**src/rtl/bounce_generator_if.sv**
```systemverilog
// Contact-side signals of the bounce generator: clean level in, chattering
// contact and window flag out.
interface bounce_generator_if;
    logic in_0;
    logic out_0;
    logic busy;

    modport master (output in_0, input out_0, input busy);
    modport slave  (input in_0, output out_0, output busy);
endinterface

```
**src/rtl/bounce_generator.sv**
```systemverilog
// Mechanical contact bounce emulator: a level change on in_0 becomes a chattering
// out_0 for BOUNCE_CYCLES clocks. Define BOUNCE_GENERATOR_RETRIGGER_EN to restart
// the window when in_0 moves again mid-bounce.
module bounce_generator #(
    parameter int unsigned BOUNCE_CYCLES = 200000,
    parameter int unsigned DWELL_BITS    = 10,
    parameter logic [15:0] LFSR_SEED     = 16'hACE1
) (
    input  logic              clock,
    input  logic              reset_n,
    bounce_generator_if.slave bus
);
    localparam int CNT_W   = $clog2(BOUNCE_CYCLES + 1);
    localparam int DWELL_W = DWELL_BITS + 1;
    localparam logic [CNT_W-1:0]   LAST_CNT = CNT_W'(BOUNCE_CYCLES - 1);
    localparam logic [DWELL_W-1:0] ONE_DW   = DWELL_W'(1);

    typedef enum logic {IDLE, BOUNCE} state_t;

    state_t             state_q, state_d;
    logic [15:0]        lfsr;
    logic [15:0]        lfsr_d;
    logic               level_q, level_d;
    logic               target_q, target_d;
    logic               out_q, out_d;
    logic               busy_q, busy_d;
    logic [CNT_W-1:0]   cnt_q, cnt_d;
    logic [DWELL_W-1:0] dwell_q, dwell_d;
    logic [DWELL_W-1:0] dwell_load;
    logic               retrigger;

    // Fibonacci LFSR, taps 16/14/13/11, free-running in every state.
    assign lfsr_d     = {lfsr[14:0], lfsr[15] ^ lfsr[13] ^ lfsr[12] ^ lfsr[10]};
    assign dwell_load = DWELL_W'(lfsr[DWELL_BITS-1:0]) + ONE_DW;

`ifdef BOUNCE_GENERATOR_RETRIGGER_EN
    assign retrigger = (state_q == BOUNCE) && (bus.in_0 != target_q);
`else
    assign retrigger = 1'b0;
`endif

    always_comb begin
        // NOTE: every output of this block gets a default first, so no path leaves a latch.
        state_d  = state_q;
        level_d  = level_q;
        target_d = target_q;
        out_d    = out_q;
        busy_d   = busy_q;
        cnt_d    = cnt_q;
        dwell_d  = dwell_q;
        unique case (state_q)
            IDLE: begin
                if (bus.in_0 != level_q) begin
                    target_d = bus.in_0;
                    out_d    = bus.in_0;
                    cnt_d    = '0;
                    dwell_d  = dwell_load;
                    busy_d   = 1'b1;
                    state_d  = BOUNCE;
                end
            end
            BOUNCE: begin
                cnt_d = cnt_q + CNT_W'(1);
                if (dwell_q == ONE_DW) begin
                    out_d   = ~out_q;
                    dwell_d = dwell_load;
                end else begin
                    dwell_d = dwell_q - ONE_DW;
                end
                // A retrigger restarts the window and leaves the contact untouched this cycle;
                // otherwise settling overrides a coinciding toggle.
                if (retrigger) begin
                    target_d = bus.in_0;
                    cnt_d    = '0;
                    out_d    = out_q;
                end else if (cnt_q == LAST_CNT) begin
                    out_d   = target_q;
                    level_d = target_q;
                    busy_d  = 1'b0;
                    state_d = IDLE;
                end
            end
            default: state_d = IDLE;
        endcase
    end

    always_ff @(posedge clock or negedge reset_n) begin
        if (!reset_n) begin
            state_q  <= IDLE;
            lfsr     <= LFSR_SEED;
            level_q  <= 1'b0;
            target_q <= 1'b0;
            out_q    <= 1'b0;
            busy_q   <= 1'b0;
            cnt_q    <= '0;
            dwell_q  <= '0;
        end else begin
            // NOTE: non-blocking assignments so every register samples pre-edge values.
            state_q  <= state_d;
            lfsr     <= lfsr_d;
            level_q  <= level_d;
            target_q <= target_d;
            out_q    <= out_d;
            busy_q   <= busy_d;
            cnt_q    <= cnt_d;
            dwell_q  <= dwell_d;
        end
    end

    assign bus.out_0 = out_q;
    assign bus.busy  = busy_q;
endmodule

```
**src/flat_wrapper.sv**
```systemverilog
// flat-port wrapper written by rule: the top's interface ports become plain ports
module bounce_generator_flat 
#(
    parameter int unsigned BOUNCE_CYCLES = 200000,
    parameter int unsigned DWELL_BITS    = 10,
    parameter logic [15:0] LFSR_SEED     = 16'hACE1
)
  (clock, reset_n, bus_in_0, bus_out_0, bus_busy);
  bounce_generator_if bus_i ();
  input  logic clock;
  input  logic reset_n;
  input wire logic [$bits(bus_i.in_0)-1:0] bus_in_0;
  output wire logic [$bits(bus_i.out_0)-1:0] bus_out_0;
  output wire logic [$bits(bus_i.busy)-1:0] bus_busy;
  assign bus_i.in_0 = bus_in_0;
  assign bus_out_0 = bus_i.out_0;
  assign bus_busy = bus_i.busy;
  bounce_generator #(.BOUNCE_CYCLES(BOUNCE_CYCLES), .DWELL_BITS(DWELL_BITS), .LFSR_SEED(LFSR_SEED)) u_core (.clock(clock), .reset_n(reset_n), .bus(bus_i));
endmodule
```
**config.mk**
```make
export PLATFORM = sky130hd
export DESIGN_NAME = bounce_generator_flat
export DESIGN_NICKNAME = d
export VERILOG_FILES = /design/src/rtl/bounce_generator_if.sv /design/src/rtl/bounce_generator.sv /design/src/flat_wrapper.sv
export SDC_FILE = /design/constraint.sdc
export NUM_CORES = 1
export LEC_CHECK = 0
export BUFFER_PORTS_ARGS = -buffer_cell sky130_fd_sc_hd__buf_2
export CAP_MARGIN = 30
export CORE_UTILIZATION = 55
export DETAILED_ROUTE_END_ITERATION = 16
export GPL_TIMING_DRIVEN = 0
export PLACE_DENSITY = 0.83
export SKIP_LAST_GASP = 1
export SLEW_MARGIN = 20
export SYNTH_ARGS = -nofsm -noshare
export SYNTH_HDL_FRONTEND = slang
export SYNTH_SLANG_ARGS = --single-unit
```
**constraint.sdc**
```tcl
create_clock -name clock -period 1.7 [get_ports clock]
set_input_delay 0.085 -clock clock [delete_from_list [all_inputs] [get_ports clock]]
set_output_delay 0.085 -clock clock [all_outputs]
set_load 0.02 [all_outputs]
```
==> impl_metrics.yaml <==
setup_path:
  required_ns: 1.89
  crit_type: "reg2reg"
  crit_arrival_ns: 2.07
  regToRegSetupSlack_ns: -0.18
  end_kind: "flip-flop"
  crit_start: "u_core.dwell_q[0]"
  cp_max_fo: 4
  rr_worst_depth: 6
  r2r_start: "u_core.dwell_q[0]"
  r2r_end: "u_core.dwell_q[8]"
  start_kind: "flip-flop"
  endpoint: "u_core.dwell_q[8]"
cells_and_area:
  n_antenna_cell: 0
  final_cells: 338
  seq_area_sq_um: 1264
  multi_input_area_sq_um: 1429
  fill_cells: 284
  postLayoutCellArea_sq_um: 3201
  nets: 292
  final_util_pct: 72.51
  synthToLayoutAreaGrowth_pct: 24.90
  drive_above_1_share_pct: 33.22
cts:
  numCtsBuffers: 5
  clk_latency_ns: 0.30
  cts_buffer_depth: 2
  clkTransAtPathRegs_ns: 0.09
  tritoncts: "built"
  cts_root_buf: "clkbuf_8"
  cts.sinks: 50
  htreeDepth: 2
sta:
  timing.slew.headroom_pct: 64.16
  setup_viol: 12
  slew_viol_final: 0
  tightest_slew_ns: 0.5376
  finClkSkew_ns: 0.002482
  clock.fmax_ghz: 0.5309
  min_period_over_period_pct: 110.8
  fin_crit_ns: 1.883
  hold_viol_final: 0
  setup_slack_ns: -0.1835
  grt_setup_unrepaired: "true"
floorplan:
  core_sq_um: 4414
  rows: 24
  dieArea_sq_um: 4936
  start_util_pct: 58.05
  dieWidth_um: 70.26
  die_h_um: 70.26
  num_io_pins: 5
logic_synthesis:
  syn_avg_cell_area_sq_um: 10.46
  netlist_instances: 245
  synth_warnings: 0
  synth-seq-cells: 50
  yosysSeqAreaShare_pct: 49.22
  ys_top_cells_by_area: "dfrtp_1, dfstp_2, nand2_1"
  async_flop_share_pct: 100.0
  netlist_area_sq_um: 2562
  yosysTopAreaCellShare_pct: 41.02
  synth_common_cells: "dfrtp_1, nand2_1, o21ai_0"
  synth_nets: 252
  ys_types: 54
  ys.flop_type: "dfrtp_1"
  synth_most_common_cell: "dfrtp_1"
  synth_top_area_cell: "dfrtp_1"
  synth-edff-count: 0
detailed_routing:
  drcViolationCount: 0
  drt-vias-per-instance: 6.562
  antenna_left: 0
  wl_um: 6285
  drtIter0Drc: 229
  wl_per_cell_um: 18.59
  first_pass_iters: 5
  vias: 2218
power:
  netSwitchingFraction_pct: 27.82
  share_clk_of_total_power_pct: 29.5
  seqPwrFrac_pct: 58.5
  p_per_area_nw_per_um2: 747.8
  ir_drop_mv: 0.4986
  comb_power_share_pct: 12.0
  cell_internal_pwr_mw: 1.728
  p_leak_nw: 1.383
  switchingPower_mw: 0.6657
job:
  maxCapViolations: 0
placement:
  hpwlAfterDp_um: 3726
  dp_slack_ns: -0.1899
  dpl.cell_count: 302
  post_dp_cell_area_sq_um: 2670
  place.gp.congestion: 0.8129
  io_buffer_count: 4
global_routing:
  grt_max_degree: 29
  overflow: 0
  grt_pass1_wl_um: 9922
  antenna_found_initial: 0
  grt_pass1_vias: 2149
  grt_usage_pct: 25.85
outcome:
  failed_checks: "negative setup slack"
  status: "complete, but fails checks"
min_path:
  worstHoldStart: "bus_in_0"
  hold_path_class: "in2reg"
==> worst min path at each step <==
stage,end,slack [ns],cells past startpoint
after floorplan,u_core.bus.busy,-0.21,0
after global placement,u_core.cnt_q[4],0.34,1
after detailed placement,u_core.cnt_q[4],0.08,1
after CTS,u_core.target_q,0.08,3
after global routing,u_core.target_q,0.13,3
final,u_core.target_q,0.08,3
==> cell type report <==
cell class	instances	area share [%]
Clock buffer	7	2.697
Timing Repair Buffer	32	7.897
Sequential cell	50	39.48
Inverter	5	0.6646
Tap cell	52	2.033
Buffer	8	2.424
Multi-Input combinational cell	183	44.64
Clock inverter	1	0.1564
==> logic make-up (layout without fill, tap and decap cells) <==
family / Yosys count / after routing / share of synthesized area [%]
adder cells (fa/ha/maj): 4 / 4 / 1.953
AND/OR/NAND/NOR: 95 / 95 / 20.85
multiplexers: 9 / 9 / 3.613
buffers and inverters: 13 / 53 / 3.467
XOR/XNOR: 13 / 13 / 4.443
AO/OA/AOI/OAI: 61 / 62 / 16.46
flip-flops: 50 / 50 / 49.22
==> stage by stage <==
stage | power (mW) | setup TNS (ns) | hold slack [ns]
final | 2.393 | -1.137 | 0.08253
after detailed placement | 1.625 | -1.714 | 0.08469
after global placement | 1.600 | -1.311 | 0.3354
after floorplan | 1.531 | -0.09134 | -0.2106
after global routing | 2.484 | -1.874 | 0.1322
after CTS | 2.338 | -0.3516 | 0.07965
==> critical path: stages (launching register included) <==
cell and delay, ns:
dfrtp_1 0.42, inv_2 0.09, ha_4 0.13, or4b_4 0.50, nor4_4 0.27, o21ai_1 0.11, a211o_1 0.26
==> power by group through the flow <==
stage	Sequential, mW	Combinational (mW)	Clock, mW
CTS	1.39	0.232	0.720
detailed placement	1.40	0.222	0
floorplan	1.38	0.156	0
finish	1.40	0.287	0.705
global placement	1.40	0.202	0
global route	1.41	0.316	0.757
==> flip-flops by register name (all words and copies together) (netlist names) <==
name	count
u_core.lfsr	16
u_core.bus.out_0	1
u_core.level_q	1
u_core.target_q	1
u_core.bus.busy	1
u_core.state_q	1
u_core.dwell_q	11
u_core.cnt_q	18
==> repair_timing <==
action | in CTS | in global routing
gates resized for setup | 21 | 28
endpoints found under the setup margin | 21 | 18
hold buffers | 1 | 0
hold endpoints to repair | 19 | 0
setup buffers | 10 | 15
pin swaps | 6 | 6
gates cloned | 0 | 2
==> cells in the final DEF, fill, tap and decap left out, drive strengths merged, types with 3 or more instances in the layout <==
cell type and instances:
a22oi 4, o41ai 3, o211ai 4, clkbuf 11
xnor2 6, buf 35, nor3 8, nor4 4
a21oi 9, mux2i 7, ha 4, a211o 8
o21ai 18, o31ai 4, inv 5, xor2 7
dfstp 8, nor2 12, or3 5, and3 3
nand2 28, dfrtp 42, nand4 9, nand3 12
nor3b 3
==> per-layer routing <==
layer | track usage, % | up-vias | wire length, um
li1 | - | 1009 | -
met1 | 31.63 | 1095 | 2583
met2 | 42.54 | 87 | 3181
met3 | 4.762 | 27 | 318
met4 | 15.11 | 0 | 202
met5 | 0 | - | 0
No activity file was read; power rests on OpenSTA's default activity.
